[src/rtl/ram_bank_pkg.sv]
// rtl/ram_bank_pkg.sv - shared sizes and word types for the left/odd/right pixel banks
package ram_bank_pkg;

  localparam int ADDR_W = 7;
  localparam int DATA_W = 26;
  localparam int DEPTH  = 1 << ADDR_W;

  typedef logic [ADDR_W-1:0] pix_addr_t;
  typedef logic [DATA_W-1:0] pix_word_t;

endpackage

[src/rtl/ram_bank_core.sv]
// rtl/ram_bank_core.sv - pixel array with valid bits, two write ports (a beats b) and a registered read
module ram_bank_core
  import ram_bank_pkg::*;
(
  input  logic              clk,
  input  logic              rst,
  input  logic              wa_en_i,
  input  logic [ADDR_W-1:0] wa_addr_i,
  input  logic [DATA_W-1:0] wa_data_i,
  input  logic              wb_en_i,
  input  logic [ADDR_W-1:0] wb_addr_i,
  input  logic [DATA_W-1:0] wb_data_i,
  input  logic [ADDR_W-1:0] rd_addr_i,
  output logic [DATA_W-1:0] rd_data_o
);

  pix_word_t        mem_q [DEPTH];
  logic [DEPTH-1:0] valid_q;
  logic [DEPTH-1:0] valid_d;
  pix_word_t        dout_q;

  // Mark every entry touched by either write port this cycle
  always_comb begin
    valid_d = valid_q;
    if (wb_en_i) valid_d[wb_addr_i] = 1'b1;
    if (wa_en_i) valid_d[wa_addr_i] = 1'b1;
  end

  // Array storage is never cleared; port b is written first so port a wins on equal addresses
  always_ff @(posedge clk) begin
    if (!rst) begin
      if (wb_en_i) mem_q[wb_addr_i] <= wb_data_i;
      if (wa_en_i) mem_q[wa_addr_i] <= wa_data_i;
    end
  end

  // Valid vector and read register; the read samples pre-write state, giving read-before-write
  always_ff @(posedge clk) begin
    if (rst) begin
      valid_q <= '0;
      dout_q  <= '0;
    end else begin
      valid_q <= valid_d;
      dout_q  <= valid_q[rd_addr_i] ? mem_q[rd_addr_i] : '0;
    end
  end

  assign rd_data_o = dout_q;

endmodule

[src/rtl/ram_r_bank.sv]
// rtl/ram_r_bank.sv - right-operand pixel bank; RAM_R_SNOOP_EN mirrors odd-bank writes into it
module ram_r_bank #(
  parameter int ADDR_W = ram_bank_pkg::ADDR_W,
  parameter int DATA_W = ram_bank_pkg::DATA_W
) (
  input  logic              clk,
  input  logic              rst,
  input  logic [ADDR_W-1:0] pix_addr_r,
  input  logic [DATA_W-1:0] pix_din_r,
  input  logic              pix_we_r,
  output logic [DATA_W-1:0] pix_dout_r,
  input  logic [ADDR_W-1:0] pix_addr_odd,
  input  logic [DATA_W-1:0] pix_din_odd,
  input  logic              pix_we_odd,
  input  logic [DATA_W-1:0] pix_dout_odd,
  input  logic [ADDR_W-1:0] pix_addr_l,
  input  logic [DATA_W-1:0] pix_din_l,
  input  logic              pix_we_l,
  input  logic [DATA_W-1:0] pix_dout_l
);

  logic              snoop_en;
  logic [ADDR_W-1:0] snoop_addr;
  logic [DATA_W-1:0] snoop_data;
  logic              unused_ok;

`ifdef RAM_R_SNOOP_EN
  // Odd-sample updates feed the secondary port so this bank stays coherent
  assign snoop_en   = pix_we_odd;
  assign snoop_addr = pix_addr_odd;
  assign snoop_data = pix_din_odd;
  assign unused_ok  = ^{pix_dout_odd, pix_addr_l, pix_din_l, pix_we_l, pix_dout_l};
`else
  // Secondary port idle; the whole odd bus is ignored like the left bus
  assign snoop_en   = 1'b0;
  assign snoop_addr = '0;
  assign snoop_data = '0;
  assign unused_ok  = ^{pix_addr_odd, pix_din_odd, pix_we_odd, pix_dout_odd,
                        pix_addr_l, pix_din_l, pix_we_l, pix_dout_l};
`endif

  ram_bank_core u_core (
    .clk       (clk),
    .rst       (rst),
    .wa_en_i   (pix_we_r),
    .wa_addr_i (pix_addr_r),
    .wa_data_i (pix_din_r),
    .wb_en_i   (snoop_en),
    .wb_addr_i (snoop_addr),
    .wb_data_i (snoop_data),
    .rd_addr_i (pix_addr_r),
    .rd_data_o (pix_dout_r)
  );

endmodule

[config.mk]
export PLATFORM = sky130hd
export DESIGN_NAME = ram_r_bank
export DESIGN_NICKNAME = d
export VERILOG_FILES = /design/src/rtl/ram_bank_pkg.sv /design/src/rtl/ram_bank_core.sv /design/src/rtl/ram_r_bank.sv
export SDC_FILE = /design/constraint.sdc
export NUM_CORES = 2
export LEC_CHECK = 0
export BUFFER_PORTS_ARGS = -buffer_cell sky130_fd_sc_hd__buf_2
export CORE_MARGIN = 2
export CORE_UTILIZATION = 35
export CTS_CLUSTER_DIAMETER = 60
export CTS_CLUSTER_SIZE = 24
export DETAILED_ROUTE_END_ITERATION = 8
export GPL_TIMING_DRIVEN = 0
export PLACE_DENSITY = 0.56
export SYNTH_ARGS = -nofsm -noshare
export SYNTH_HDL_FRONTEND = slang
export SYNTH_SLANG_ARGS = --single-unit
[constraint.sdc]
create_clock -name clk -period 6.1 [get_ports clk]
set_input_delay 0.305 -clock clk [delete_from_list [all_inputs] [get_ports clk]]
set_output_delay 0.305 -clock clk [all_outputs]
set_load 0.01 [all_outputs]
==> results.ini <==
[pwr]
power.internal_mw=35.5
power.density_nw_per_um2=296
combPwrFrac=0.077
vdd_drop_max_v=0.000261
leakage_nw=50.9
switching_share=0.253
pwr-share-clk=0.372
p_sw_mw=12.0
seqPwrFrac=0.551

[clock_network]
cts_buffer_depth=4
cts-root-buf=clkbuf_16
clkLatencyLatePin_ps=1060
cts_tree=yes
clk_pin_slew_worst_paths_ps=90
clock_sinks=3482
cts.repair.resized=0
numCtsBuffers=234
htreeDepth=4

[route]
drcViolationCount=0
wl_um=499000
wirelength_met1_um=192000
first_pass_iters=6
dr.max_layer_used=met5
drtAntennaViolNets=0
vias_per_cell=5.89
wl_met3_um=53000
wl_per_cell_um=35.0
wl_met2_um=224000
drtIter0Drc=14155
via_count=83919

[sta]
hold_violations=0
slew_violations=54
fmax_mhz=200
holdWs_ps=101
period_minus_slack_ps=5000
finalSetupViolations=0
worst_pin_slew_ps=1550
tns_ps=0
slew-limit-headroom=-0.0631
rsz0062_at_grt=false
skew_ps=121
fin_crit_sh=0.820

[global_routing]
overflow=0
grt_max_degree=99
first_global_vias=78541
grt_pass1_wl_um=669000
grt_use_total=0.239
antenna_found_initial=93

[synthesis]
ys_types=52
syn_inst=8169
yosysTopAreaCellShare=0.714
ys_seq_area_frac=0.736
synth_top_cell_by_area=edfxtp_1
synth-compound-area-share=0.0780
synth_area_um2=140000
synthFlopType=edfxtp_1
synth_fa_ha_area_frac=0
synth_xor_area_frac=0
syn_nets=8325
synth_enable_flop_cells=3328
synth-simple-area-share=0.0527
ys_warn_count=0
muxShareOfSynthArea=0.107
synth.area.top_cells=edfxtp_1, mux2i_1, mux4_2, dfxtp_1, nor3b_1
ys_seq_elements=3482
postSynth.asyncResetShare=0
syn_avg_cell_area_um2=17.1
synth_top_family_by_area=multiplexers

[die]
start_util=0.351
die_y_um=636
core.rowCount=232
die_w_um=636
coreArea_um2=399000
dieArea_um2=405000
io_pins=182

[finish]
fillers=35772
multi_input_area_um2=34700
layout_common_cells=edfxtp_1, mux2i_1, clkbuf_1, nand2_1, mux4_2
drive_gt1_frac=0.175
area.growth.synth_to_final_pct=14.6
final_common_cell=edfxtp_1
final-seq-area_um2=103000
fin_nets=8845
final_cells=14248
design_area_um2=160000

[critical_path]
critPathTopFamily=buffers and inverters
critPathLaunchType=input port
critPathBufInv=6
path_cells=buf_2 -> clkbuf_1 -> and2_1 -> clkbuf_2 -> buf_2 -> clkbuf_1 -> nand2_1 -> clkbuf_1 -> nor2_4
critPathKind=input port to flop
slowest_stage=nor2_4
cp-end-kind=flop
cp_data_arrival_time_ps=5620
crit_required_ps=6720
crit_fanout=26
cp_common_cell=clkbuf_1
max_stage_delay_ps=970

[place]
io_buffers=58
gp_congestion=1.02
place_area_um2=151000
hpwl_um=345000
place_inst=13690

[status]
violations=capacitance limit, slew limit
outcome=finished with violations

[hold_path]
hp-class=input port to flop

[run]
maxCapViolations=16

-- power by group through the flow --
stage                     Sequential, mW  Clock, mW  Combinational (mW)
after floorplan                     26.8          0                1.47
after global placement              26.8          0                3.27
after detailed placement            26.8          0                3.52
after CTS                           26.2       17.8                3.54
after global routing                26.2       18.6                3.68
final                               26.2       17.7                3.64
-- cell families (layout without fill, tap and decap cells) --
kind of cell	after synthesis	after routing
muxes	1132	1132
other	0	93
buffers and inverters	779	1500
DFF	3482	3482
and+or+nand+nor	1270	1270
AOI/OAI and AO/OA	1506	1506
-- sequential cells by signal, summed over array words and instances (netlist names) --
| signal | flops |
|---|---|
| u_core.valid_q | 128 |
| u_core.mem_q | 3328 |
| u_core.rd_data_o | 26 |
-- tightest hold or removal path: stages --
cell and delay [ps]:
buf_2 340, a211o_1 170, a2111oi_2 60, buf_4 200
-- through the flow --
| step | utilization | total power [mW] | setup WS, ps |
|---|---|---|---|
| 2_1_floorplan | - | 28.2 | 2650 |
| 4_1_cts | 0.402 | 47.6 | 1170 |
| 3_3_place_gp | 0.368 | 30.1 | -1790 |
| 3_5_place_dp | 0.380 | 30.3 | 77.3 |
| 6_report | 0.402 | 47.5 | 1100 |
| 5_1_grt | 0.402 | 48.5 | 1270 |
-- cells in the mapped netlist, drive strengths merged, types with 134 or more instances --
cell and n:
a21oi 204, and3 255, buf 294, clkbuf 354
dfxtp 154, edfxtp 3328, mux2i 734, mux4 281
nand2 293, nand2b 252, nor2 137, nor3b 255
o21ai 256, o22ai 134
-- worst paths after layout --
check	start	to	slack [ps]	cells after the start
worst min register to register	u_core.valid_q[109]$_SDFFE_PP0P_	u_core.valid_q[109]$_SDFFE_PP0P_	480	2
worst max-delay path	pix_addr_r[4]	u_core.mem_q[89][12]$_DFFE_PP_	1100	9
worst max register to register	u_core.mem_q[78][19]$_DFFE_PP_	u_core.rd_data_o[19]$_SDFF_PP0_	2260	6
worst min-delay path	pix_addr_r[6]	u_core.rd_data_o[5]$_SDFF_PP0_	100	4
-- final cells by class --
| type | instances | area share |
|---|---|---|
| multi-input cells | 3908 | 0.216 |
| diodes | 93 | 0.00145 |
| plain buffers | 648 | 0.0195 |
| inverters | 131 | 0.00307 |
| well taps | 5265 | 0.0411 |
| clock inverters | 187 | 0.0145 |
| clock buffers | 250 | 0.0378 |
| flip-flops and latches | 3482 | 0.642 |
| repair buffers | 284 | 0.0237 |
-- layer usage --
metal / vias to the layer above / GRT usage
li1: 33939 / -
met1: 43835 / 0.319
met2: 5176 / 0.369
met3: 947 / 0.0502
met4: 22 / 0.121
met5: - / 0
-- repair_timing --
item | CTS | global route
endpoints found under the hold margin | 1303 | 0
endpoints found under the setup margin | 0 | 0
buffers inserted | 0 | 0
hold buffers | 27 | 0
Note: power is estimated with default switching activity, not from simulation.
